**config.mk**
```make
export PLATFORM = sky130hd
export DESIGN_NAME = reg_file_bank
export DESIGN_NICKNAME = d
export VERILOG_FILES = /design/src/rtl/reg_file_bank.sv
export SDC_FILE = /design/constraint.sdc
export NUM_CORES = 1
export LEC_CHECK = 0
export ABC_AREA = 1
export CAP_MARGIN = 40
export CORE_AREA = 2 2 159 161
export DETAILED_ROUTE_END_ITERATION = 6
export DIE_AREA = 0 0 161 163
export PLACE_DENSITY_LB_ADDON = 0.2
export SYNTH_ARGS = -nofsm -noshare
export SYNTH_HDL_FRONTEND = slang
export SYNTH_SLANG_ARGS = --single-unit
```
**constraint.sdc**
```tcl
create_clock -name clock -period 2.7 [get_ports clock]
set_clock_uncertainty 0.2 [all_clocks]
set_input_delay 0.675 -clock clock [delete_from_list [all_inputs] [get_ports clock]]
set_output_delay 0.675 -clock clock [all_outputs]
set_load 0.005 [all_outputs]
```
**src/rtl/reg_file_bank.sv**
```systemverilog
// ---------------------------------------------------------------------------
// reg_file_bank
//   Register file with two registered read ports, one write port and a
//   hardware clear sweep. Register 0 is hard-wired to zero. A clear request
//   (or reset) zeroes registers 1..NUM_REG-1, one per cycle. During the sweep
//   busy is high, writes and further clear requests are ignored, and both
//   read ports return zero.
//
//   Optional feature: define REGFILE_BYPASS_EN to forward write data to a
//   read port that addresses the register being written in the same cycle.
//
// Parameters
//   DATA_W    register width in bits
//   ADDR_W    address width; NUM_REG = 2**ADDR_W
//
// Ports
//   clock      single clock, rising-edge active
//   reset      asynchronous active-low reset
//   rs1, rs2   read addresses, ports 1 and 2
//   rd         write address
//   writedata  write data
//   write      write enable
//   clear      single-cycle request to zero all registers
//   reg1, reg2 registered read data, ports 1 and 2
//   busy       high while the clear sweep runs
// ---------------------------------------------------------------------------
module reg_file_bank #(
    parameter int DATA_W = 16,
    parameter int ADDR_W = 4
) (
    input  logic              clock,
    input  logic              reset,
    input  logic [ADDR_W-1:0] rs1,
    input  logic [ADDR_W-1:0] rs2,
    input  logic [ADDR_W-1:0] rd,
    input  logic [DATA_W-1:0] writedata,
    input  logic              write,
    input  logic              clear,
    output logic [DATA_W-1:0] reg1,
    output logic [DATA_W-1:0] reg2,
    output logic              busy
);

    localparam int NUM_REG = 2 ** ADDR_W;
    localparam logic [ADDR_W-1:0] PTR_FIRST = ADDR_W'(1);
    localparam logic [ADDR_W-1:0] PTR_LAST  = ADDR_W'(NUM_REG - 1);

    typedef enum logic {
        IDLE  = 1'b0,
        CLEAR = 1'b1
    } state_t;

    state_t            state;
    state_t            state_nxt;
    logic [ADDR_W-1:0] clear_ptr;
    logic [ADDR_W-1:0] clear_ptr_nxt;
    logic              wr_en_p0;

    // Storage has no reset: the sweep is the only mechanism that clears it.
    logic [DATA_W-1:0] mem [NUM_REG];

    assign busy     = (state == CLEAR);
    assign wr_en_p0 = write && !busy && (rd != '0);

    // ---- control: sweep FSM state register ----
    always_ff @(posedge clock or negedge reset) begin
        if (!reset) begin
            state     <= CLEAR;
            clear_ptr <= PTR_FIRST;
        end else begin
            state     <= state_nxt;
            clear_ptr <= clear_ptr_nxt;
        end
    end

    always_comb begin
        state_nxt     = state;
        clear_ptr_nxt = clear_ptr;
        case (state)
            IDLE: begin
                if (clear) begin
                    state_nxt     = CLEAR;
                    clear_ptr_nxt = PTR_FIRST;
                end
            end
            CLEAR: begin
                // Pointer parks on the last register instead of wrapping.
                if (clear_ptr == PTR_LAST) begin
                    state_nxt = IDLE;
                end else begin
                    clear_ptr_nxt = clear_ptr + PTR_FIRST;
                end
            end
            default: begin
                state_nxt = IDLE;
            end
        endcase
    end

    // ---- storage: sweep zeroing or normal write ----
    // A write in the same IDLE cycle as a clear request lands first; the
    // sweep that starts next cycle then zeroes it.
    always_ff @(posedge clock) begin
        if (busy) begin
            mem[clear_ptr] <= '0;
        end else if (wr_en_p0) begin
            mem[rd] <= writedata;
        end
    end

    // ---- read ports: one-cycle registered output ----
    always_ff @(posedge clock or negedge reset) begin
        if (!reset) begin
            reg1 <= '0;
        end else if (busy) begin
            reg1 <= '0;
`ifdef REGFILE_BYPASS_EN
        end else if (wr_en_p0 && (rs1 == rd)) begin
            reg1 <= writedata;
`endif
        end else if (rs1 == '0) begin
            reg1 <= '0;
        end else begin
            reg1 <= mem[rs1];
        end
    end

    always_ff @(posedge clock or negedge reset) begin
        if (!reset) begin
            reg2 <= '0;
        end else if (busy) begin
            reg2 <= '0;
`ifdef REGFILE_BYPASS_EN
        end else if (wr_en_p0 && (rs2 == rd)) begin
            reg2 <= writedata;
`endif
        end else if (rs2 == '0) begin
            reg2 <= '0;
        end else begin
            reg2 <= mem[rs2];
        end
    end

endmodule
```
==> results.txt <==
----------------------------------------------------
[STA]
  Least setup slack across all paths after layout ... 0.04683 ns
  Final worst-path cycle share ... 98.27%
  Achievable Freq ... 0.3769 GHz
  Final worst hold slack ... -0.005077 ns
  Final-report hold violation count ... 2
  Number of endpoints failing setup at the final stage ... 0
  Minimum clock period ... 2.653 ns
  Transition time at the pin with the least slew margin ... 0.7226 ns
  Headroom to the max-slew limit ... 51.65%
  RSZ-0062 raised after global routing ... false
  Number of max-slew violations in the final report ... 0

[GRT]
  Total GRT Usage ... 35.69%
  Wire length of the first global-routing pass ... 70480 um
  Via count of the first global-routing pass ... 12130
  Maximum number of pins on one net before global-route repair ... 87
  Met2 Resource Use GR ... 56.09%
  Met1 Resource Use GR ... 48.20%
  GRT Max-Usage Layer ... met2
  Initial antenna violation count ... 0
  Overflow after GRT ... 0
  GR Layer Usage met3 ... 9.982%

[Place]
  Final HPWL DP ... 30940 um
  Placed cell count ... 2156
  Port Buffers ... 64
  Final Wtd Congestion ... 0.9279
  Worst slack, placed ... -0.4056 ns

[CTS]
  Maximum buffer depth of the clock tree ... 3
  Clock tree from TritonCTS ... built
  Skew-Pair Late Insertion Delay ... 0.57 ns
  # hold bufs at CTS ... 0
  Clk sink count ... 293
  H-Tree Level Count ... 1
  Number of clock buffers inserted by TritonCTS ... 30
  Clock-pin slew reported for the worst setup and hold paths after clock tree synthesis ... 0.07 ns
  Clk Tree Root Cell ... sky130_fd_sc_hd__clkbuf_16

[Die]
  Initial Utilization ... 60.03%
  Die Span X ... 161 um
  Std-Cell Rows ... 58
  Number of top-level pins ... 65
  Placeable Area ... 24670 sq um
  Die outline height ... 163 um
  Die area ... 26240 sq um

[Detailed routing]
  Routed Wire Length ... 46200 um
  Post-DR wirelength/cell ... 20.86 um
  Routed Antenna Nets ... 0
  Via count ... 12930
  Violation count after the first detailed-route iteration ... 1909
  DRC viols ... 0
  Via density per instance ... 5.838
  Number of optimization iterations in the first detailed-route pass ... 6

[Worst setup path]
  Data required time of the worst path ... 1.82 ns
  Endpoint arrival time on the critical path ... 1.78 ns
  Worst Reg2Reg Path Length in Cells ... 8
  Slowest cell on the critical path ... sky130_fd_sc_hd__dfstp_2
  Crit path launch type ... flop
  Ordered list of cells on the worst path ... buf_6 -> clkdlybuf4s50_1
  Max FO, Critical Path ... 6
  Critical path class ... flop to output pin
  Delay of the slowest cell on the worst path ... 0.55 ns
  Kind of capture point of the worst setup path ... output pin

[Synth]
  Post-synthesis instance area ... 14810 sq um
  Synth unique cells ... 25
  Average footprint of a synthesized cell ... 8.445 sq um
  Post-Synthesis Net Count ... 1787
  Yosys synthesis warning count ... 0
  Part of the Yosys area used for sequential elements ... 58.17%
  Synth Register Bits ... 293
  Synthesized instance count ... 1754

[Power]
  Peak VDD IR ... 552.4 uV
  Leakage power ... 7.848 nW
  Power per standard cell area ... 791.6 nW/um^2

[Cells and area]
  Layout net count ... 1893
  Number of diodes ... 0
  Syn-to-layout area delta ... 18.58%
  Fraction of final layout cells sized beyond drive strength 1 ... 10.40%
  Most common cell after layout, fill and taps aside ... sky130_fd_sc_hd__nand2_1
  Post-route insts no fill ... 2214
  Leading cell types in the layout, fill and taps excluded ... sky130_fd_sc_hd__nand2_1, sky130_fd_sc_hd__nand3_1, sky130_fd_sc_hd__edfxtp_1, sky130_fd_sc_hd__inv_1, sky130_fd_sc_hd__nor2_1

[Outcome]
  Run status ... finished, violations left
  Failing checks ... hold timing

[Worst hold path]
  Hold/Removal Path Class ... input pin to asynchronous set/reset pin

[Flow run]
  Count of maximum capacitance violations ... 0

----------------------------------------------------
[synthesized netlist by cell type (all sizes together)]
library cell / number / area (sq um)
edfxtp: 256 / 7687
dfrtp: 35 / 875.8
xor2: 1 / 8.760
dfstp: 2 / 52.55
nand2: 626 / 2352
ha: 1 / 12.51
nor2: 139 / 536.8
nand3b: 1 / 7.510
clkbuf: 12 / 45.04
a21oi: 34 / 177.7
o21ai: 2 / 10.00
inv: 225 / 844.6
buf: 86 / 457.9
o22ai: 2 / 12.51
mux2: 1 / 11.26
nand3: 314 / 1592
o211ai: 17 / 127.6
[flip-flops by register name, indices dropped and copies added, names as in the netlist]
signal	flops
busy	1
clear_ptr	4
mem	256
reg1	16
reg2	16
[power by group]
| group | switching [W] | internal (W) |
|---|---|---|
| Clock | 0.00177 | 0.00252 |
| Sequential | 0.000286 | 0.00592 |
| Combinational | 0.00219 | 0.00121 |
[metrics by stage]
stage / hold WS [ns] / util, % / total power [W] / TNS [ns] / cell area, sq um
floorplan: 0.1794 / - / 0.007948 / 0 / 14810
global placement: 0.3649 / 66.73 / 0.009489 / -103.81 / 16470
detailed placement: 0.3469 / 66.93 / 0.009597 / -89.41 / 16510
CTS: 0.006107 / 71.09 / 0.01383 / 0 / 17540
global route: 0.03964 / 71.19 / 0.01445 / 0 / 17560
finish: -0.005077 / 71.19 / 0.01390 / 0 / 17560
[critical path: cells and delay by family (launching register included)]
family / cells / cell delay (ns)
flip-flops: 1 / 0.55
buffers and inverters: 2 / 0.67
[layer usage]
layer | vias to the layer above | share of wire, %
li1 | 5850 | -
met1 | 6007 | 37
met2 | 947 | 46
met3 | 121 | 14
met4 | 0 | 3.5
met5 | - | 0
[layout make-up]
| cell class | count | area (sq um) |
|---|---|---|
| Multi-Input combinational cell | 1138 | 4888 |
| Tap cell | 330 | 412.9 |
| Clock buffer | 38 | 812.0 |
| Fill cell | 1837 | 7109 |
| Clock inverter | 18 | 214.0 |
| Timing Repair Buffer | 172 | 1777 |
| Inverter | 225 | 844.6 |
| Sequential cell | 293 | 8616 |
[worst paths after layout]
check	slack, ns	from	end
setup / recovery	0.05	busy	busy
hold / removal	-0.005	reset	clear_ptr[2]
setup reg to reg	0.36	busy	mem[3][15]
hold reg to reg	0.36	clear_ptr[1]	clear_ptr[1]
max in group asynchronous	1.90	reset	reg1[12]
min in group clock	0.36	clear_ptr[1]	clear_ptr[1]
[kinds of logic after synthesis]
logic type	Yosys count	synth area share (%)
adders and majority gates	1	0.08446
DFF	293	58.17
muxes	1	0.07602
and+or+nand+nor	1080	30.30
AOI/OAI and AO/OA	55	2.213
buffers and inverters	323	9.098
xor gates and xnor gates	1	0.05914
[what timing repair did]
action	4_1_cts	5_1_grt
resized for setup	0	2
setup buffers	0	0
setup endpoints to repair	0	7
No activity file was read; power rests on OpenSTA's default activity.
